===== src/rtl/rsa_pkg.sv =====
// rsa_pkg: constants shared by the RSA encrypt/decrypt pair.
//   N, E, D  : RSA key (N = 61*53, e = 17, d = 2753)
//   ACC_W    : accumulator / reduced-ciphertext width
//   EXP_W    : number of private-exponent bits scanned
//   state_t  : decryptor FSM states
package rsa_pkg;

  localparam int N     = 3233;
  localparam int E     = 17;
  localparam int D     = 2753;
  localparam int ACC_W = 12;
  localparam int EXP_W = 12;

  typedef enum logic [2:0] {
    IDLE,
    REDUCE,
    SQ_MUL,
    SQ_MOD,
    CM_MUL,
    CM_MOD,
    DONE
  } state_t;

endpackage


===== src/rtl/rsa_modmul.sv =====
// rsa_modmul: two-cycle modular multiplier, r = a*b mod N.
//   clk, rst : clock, async active-high reset
//   mul_en   : capture the full-width product a*b this cycle (MUL phase)
//   a, b     : ACC_W-bit operands
//   r        : reduced result of the captured product, valid in the cycle
//              after mul_en (MOD phase); the caller registers it
module rsa_modmul
  import rsa_pkg::*;
#(
  parameter int MOD_N = rsa_pkg::N,
  parameter int W     = rsa_pkg::ACC_W
) (
  input  logic         clk,
  input  logic         rst,
  input  logic         mul_en,
  input  logic [W-1:0] a,
  input  logic [W-1:0] b,
  output logic [W-1:0] r
);

  localparam logic [2*W-1:0] N_P = (2*W)'(MOD_N);

  logic [2*W-1:0] prod;

  always_ff @(posedge clk or posedge rst) begin
    if (rst) begin
      prod <= '0;
    end else if (mul_en) begin
      prod <= {{W{1'b0}}, a} * {{W{1'b0}}, b};
    end
  end

  // Operands are already < N, so the remainder always fits in W bits.
  assign r = W'(prod % N_P);

endmodule


===== src/rtl/rsa_decrypt.sv =====
// rsa_decrypt: plaintext = c^D mod N by left-to-right square-and-multiply.
//   clk, rst          : clock, async active-high reset
//   in_data/in_valid  : 16-bit ciphertext, accepted only in IDLE (in_ready)
//   out_data          : plaintext, result[7:0]
//   out_overflow      : result > 255
//   out_valid/out_ready : result held in DONE until accepted
//   busy              : any state other than IDLE
//
// state  | meaning
// IDLE   | waiting for ciphertext
// REDUCE | c_reg = c mod N, acc = 1, idx = EXP_W-1
// SQ_MUL | prod = acc*acc
// SQ_MOD | acc = prod mod N, branch on D[idx]
// CM_MUL | prod = acc*c_reg
// CM_MOD | acc = prod mod N, advance idx
// DONE   | result presented until out_ready
module rsa_decrypt
  import rsa_pkg::*;
#(
  parameter int N     = rsa_pkg::N,
  parameter int D     = rsa_pkg::D,
  parameter int EXP_W = rsa_pkg::EXP_W,
  parameter int ACC_W = rsa_pkg::ACC_W
) (
  input  logic        clk,
  input  logic        rst,
  input  logic [15:0] in_data,
  input  logic        in_valid,
  output logic        in_ready,
  output logic [7:0]  out_data,
  output logic        out_overflow,
  output logic        out_valid,
  input  logic        out_ready,
  output logic        busy
);

  localparam int                 IDX_W  = (EXP_W > 1) ? $clog2(EXP_W) : 1;
  localparam logic [EXP_W-1:0]   D_BITS = EXP_W'(D);
  localparam logic [15:0]        C_N    = 16'(N);

  state_t             state, state_nxt;
  logic [15:0]        c_reg;
  logic [ACC_W-1:0]   acc;
  logic [IDX_W-1:0]   idx;
  logic               mul_en;
  logic               sel_c;
  logic [ACC_W-1:0]   mm_b;
  logic [ACC_W-1:0]   mm_r;

  always_ff @(posedge clk or posedge rst) begin
    if (rst) state <= IDLE;
    else     state <= state_nxt;
  end

  always_comb begin
    state_nxt = state;
    mul_en    = 1'b0;
    sel_c     = 1'b0;
    case (state)
      IDLE:   if (in_valid) state_nxt = REDUCE;
      REDUCE: state_nxt = SQ_MUL;
      SQ_MUL: begin
        mul_en    = 1'b1;
        state_nxt = SQ_MOD;
      end
      SQ_MOD: begin
        if (D_BITS[idx])   state_nxt = CM_MUL;
        else if (idx == 0) state_nxt = DONE;
        else               state_nxt = SQ_MUL;
      end
      CM_MUL: begin
        mul_en    = 1'b1;
        sel_c     = 1'b1;
        state_nxt = CM_MOD;
      end
      CM_MOD: state_nxt = (idx == 0) ? DONE : SQ_MUL;
      DONE:   if (out_ready) state_nxt = IDLE;
      default: state_nxt = IDLE;
    endcase
  end

  always_ff @(posedge clk or posedge rst) begin
    if (rst) begin
      c_reg <= '0;
      acc   <= '0;
      idx   <= '0;
    end else begin
      case (state)
        IDLE: if (in_valid) c_reg <= in_data;
        REDUCE: begin
          c_reg <= c_reg % C_N;
          acc   <= ACC_W'(1);
          idx   <= IDX_W'(EXP_W - 1);
        end
        // idx only advances once the bit is fully handled: after the square
        // when the bit is 0, after the multiply when it is 1.
        SQ_MOD: begin
          acc <= mm_r;
          if (!D_BITS[idx] && idx != 0) idx <= idx - 1'b1;
        end
        CM_MOD: begin
          acc <= mm_r;
          if (idx != 0) idx <= idx - 1'b1;
        end
        default: ;
      endcase
    end
  end

  assign mm_b = sel_c ? c_reg[ACC_W-1:0] : acc;

  rsa_modmul #(
    .MOD_N(N),
    .W    (ACC_W)
  ) u_modmul (
    .clk   (clk),
    .rst   (rst),
    .mul_en(mul_en),
    .a     (acc),
    .b     (mm_b),
    .r     (mm_r)
  );

  assign in_ready     = (state == IDLE);
  assign busy         = (state != IDLE);
  assign out_valid    = (state == DONE);
  assign out_data     = (state == DONE) ? acc[7:0] : 8'd0;
  assign out_overflow = (state == DONE) && (acc > ACC_W'(255));

endmodule

===== config.mk =====
export PLATFORM = sky130hd
export DESIGN_NAME = rsa_decrypt
export DESIGN_NICKNAME = d
export VERILOG_FILES = /design/src/rtl/rsa_pkg.sv /design/src/rtl/rsa_modmul.sv /design/src/rtl/rsa_decrypt.sv
export SDC_FILE = /design/constraint.sdc
export NUM_CORES = 1
export LEC_CHECK = 0
export CELL_PAD_IN_SITES_DETAIL_PLACEMENT = 1
export CELL_PAD_IN_SITES_GLOBAL_PLACEMENT = 2
export CORE_ASPECT_RATIO = 2
export CORE_MARGIN = 1.5
export CORE_UTILIZATION = 42
export DETAILED_ROUTE_END_ITERATION = 7
export HOLD_SLACK_MARGIN = 0.08
export PLACE_DENSITY_LB_ADDON = 0.1
export SETUP_SLACK_MARGIN = 0.02
export SYNTH_ARGS = -nofsm -noshare
export SYNTH_HDL_FRONTEND = slang
export SYNTH_SLANG_ARGS = --single-unit

===== constraint.sdc =====
create_clock -name clk -period 20.7 [get_ports clk]
set_input_delay 2.07 -clock clk [delete_from_list [all_inputs] [get_ports clk]]
set_output_delay 2.07 -clock clk [all_outputs]
set_load 0.01 [all_outputs]

==> impl_metrics.env <==
export IMPL_syn_area_um2=15250
export IMPL_dpl_hpwl_um=46420
export IMPL_drive_gt1_share_pct=7.712
export IMPL_worstPathArrival_ns=17.99
export IMPL_antenna_cells=0
export IMPL_worst_slew_pin_slew_ns=1.099
export IMPL_ys_warn_count=0
export IMPL_post_cts_resize_count=0
export IMPL_core_area_um2=35800
export IMPL_endpoint="acc[1]"
export IMPL_cts_sinks=59
export IMPL_start_util_pct=42.58
export IMPL_max_cap_violations=0
export IMPL_grt_start_max_net_pins=60
export IMPL_dieArea_um2=37520
export IMPL_io_buffers=31
export IMPL_yosysSeqAreaShare_pct=9.684
export IMPL_worstSetupStartpoint="u_modmul.prod[21]"
export IMPL_ys_ff_latch=59
export IMPL_r2r_cells=50
export IMPL_holdCritStartpoint="idx[0]"
export IMPL_hold_class="reg -> reg"
export IMPL_drc=0
export IMPL_routed_via_density=6.204
export IMPL_crit_fanout=13
export IMPL_syn_nets=2224
export IMPL_syn_inst=2031
export IMPL_fin_crit_sh_pct=85.57
export IMPL_max_clock_path_buffers=2
export IMPL_synth_edff_count=0
export IMPL_grt_pass1_vias=16590
export IMPL_largest_reg_flops=24
export IMPL_firstDrtPassIters=4
export IMPL_syn_to_final_growth_pct=5.704
export IMPL_routed_wl_um=57600
export IMPL_ys_async_sr_fraction_pct=100.0
export IMPL_rsz0062_at_grt="false"
export IMPL_start_kind="register"
export IMPL_whs_ns=0.5922
export IMPL_cts_hold_buffers=0
export IMPL_end_kind="register"
export IMPL_finalNetCount=2185
export IMPL_path_class="reg -> reg"
export IMPL_clk_pin_slew_ns=0.06
export IMPL_fillers=4558
export IMPL_r2r_end="acc[1]"
export IMPL_cp_common_cell="xnor2_1"
export IMPL_die_h_um=272.4
export IMPL_grt_use_total_pct=31.56
export IMPL_slew_violations=0
export IMPL_reg2reg_from="u_modmul.prod[21]"
export IMPL_clk_root_buffer_cell="clkbuf_16"
export IMPL_overflow=0
export IMPL_gp_congestion=0.9927
export IMPL_fin_setup_tns_ns=0
export IMPL_r2r_slack_ns=2.99
export IMPL_status="finished, final reports clean"
export IMPL_fp_dieW_um=137.7
export IMPL_period_needed_ns=17.71
export IMPL_synth_flop_cell="dfrtp_1"
export IMPL_critical_path_max_stage_delay_ns=0.89
export IMPL_cts_tree="built"
export IMPL_cts_setup_buffers=0
export IMPL_htree_levels=3
export IMPL_final_util_pct=45.01
export IMPL_routed_via_count=15180
export IMPL_cts_buffers_inserted=9
export IMPL_slowest_stage="o211ai_1"
export IMPL_regArea_um2=1476
export IMPL_rows=98
export IMPL_hold_viol=0
export IMPL_pin_count=32
export IMPL_max_slew_margin_pct=24.64
export IMPL_cp_required_ns=20.98
export IMPL_finalClockSkew_ns=0.007612
export IMPL_wl_per_cell_um=23.54
export IMPL_grt_pass1_wl_um=90330
export IMPL_antenna_found_initial=0
export IMPL_finalSetupViolCount=0
export IMPL_insertion_delay_ns=0.37
export IMPL_postRouteAntennaNets=0
export IMPL_first_iter_violations=531
export IMPL_max_clock_freq_mhz=56.46
export IMPL_syn_area_per_cell_um2=7.507
export IMPL_synth_cell_types=116
export IMPL_multi_input_area_um2=12750
-- cell usage after synthesis (11+ instances only) --
cell / n / area, µm²
o211ai_1: 22 / 165.2
o21bai_1: 21 / 157.7
xor2_1: 40 / 350.3
fa_1: 100 / 2002
o21a_1: 21 / 157.7
buf_2: 20 / 100.1
a31oi_1: 17 / 106.4
and2_1: 63 / 394.1
dfrtp_1: 59 / 1476
nor4_1: 19 / 118.9
nand2b_1: 25 / 156.4
o31ai_1: 13 / 97.59
o21ai_1: 37 / 185.2
xnor2_1: 99 / 867.1
a21oi_1: 98 / 490.5
nor2_1: 143 / 536.8
nor2b_1: 20 / 125.1
ha_1: 73 / 913.4
a21oi_2: 11 / 96.34
o31a_1: 14 / 122.6
mux2_2: 12 / 135.1
or2_2: 14 / 87.58
a211oi_1: 25 / 187.7
or3_1: 19 / 118.9
nand2_1: 263 / 987.2
inv_1: 155 / 581.8
a21o_1: 15 / 112.6
o21ai_0: 112 / 560.5
nand3_1: 47 / 235.2
and3_1: 20 / 125.1
mux2i_1: 33 / 330.3
clkbuf_1: 67 / 251.5
o22ai_1: 15 / 93.84
nor3_1: 51 / 255.2
-- worst min-delay path by stage --
stage | endpoint | slack [ns] | cells past startpoint
floorplan | acc[5] | 0.51 | 2
global placement | idx[0] | 0.57 | 2
detailed placement | idx[0] | 0.58 | 2
CTS | idx[0] | 0.60 | 2
global route | idx[0] | 0.64 | 2
finish | idx[0] | 0.59 | 2
-- per-layer routing --
metal  track usage, %  vias to the layer above  routed length [µm]
met3            4.485                      182                1712
li1                 -                     7122                   -
met1            27.67                     7591               18820
met2            62.86                      286               32640
met5                0                        -                   0
met4            21.82                        0                4429
-- cell type report --
class / instances / area share (%)
multi-input combinational: 1718 / 79.09
timing repair buffer: 49 / 2.764
clock buffer: 10 / 1.483
clock inverter: 6 / 0.3960
tap: 450 / 3.494
sequential: 59 / 9.161
inverter: 155 / 3.610
-- cells by family (layout without fill, tap and decap cells) --
kind of cell / count (synthesis) / after routing / share of synthesized area, %
adders and majority gates: 175 / 175 / 19.25
buffers and inverters: 254 / 220 / 6.713
and+or+nand+nor: 760 / 760 / 24.87
muxes: 53 / 53 / 3.734
DFF: 59 / 59 / 9.684
xor gates and xnor gates: 140 / 140 / 8.092
AOI/OAI and AO/OA: 590 / 590 / 27.66
-- critical path: cells and delay by family (launching register included) --
kind | cells | cell delay (ns)
and+or+nand+nor | 14 | 3.58
muxes | 5 | 2.08
AOI/OAI and AO/OA | 24 | 8.58
adders and majority gates | 2 | 0.55
DFF | 1 | 0.53
xor gates and xnor gates | 5 | 2.27
-- metrics by stage --
step           area, µm²  setup slack [ns]  cells
2_1_floorplan      15250             7.524   2031
5_1_grt            16120             1.628   2447
4_1_cts            16120             3.289   2447
3_5_place_dp       15810             3.353   2431
3_3_place_gp       15810             3.854   2431
6_report           16120             2.988   2447
-- placed cells by master (no fill, tap or decap), types with 17 or more instances in the layout --
cell / n
a211oi_1: 25
a21oi_1: 98
a31oi_1: 17
and2_1: 63
and3_1: 20
buf_4: 18
clkdlybuf4s50_1: 31
dfrtp_1: 59
fa_1: 100
ha_1: 73
inv_1: 154
mux2i_1: 33
nand2_1: 263
nand2b_1: 25
nand3_1: 47
nor2_1: 143
nor2b_1: 20
nor3_1: 51
nor4_1: 19
o211ai_1: 22
o21a_1: 21
o21ai_0: 112
o21ai_1: 37
o21bai_1: 21
or3_1: 19
xnor2_1: 99
xor2_1: 40
Power is not shown: default switching activity piles up to over one toggle a cycle in this logic, so the estimate is an artifact.
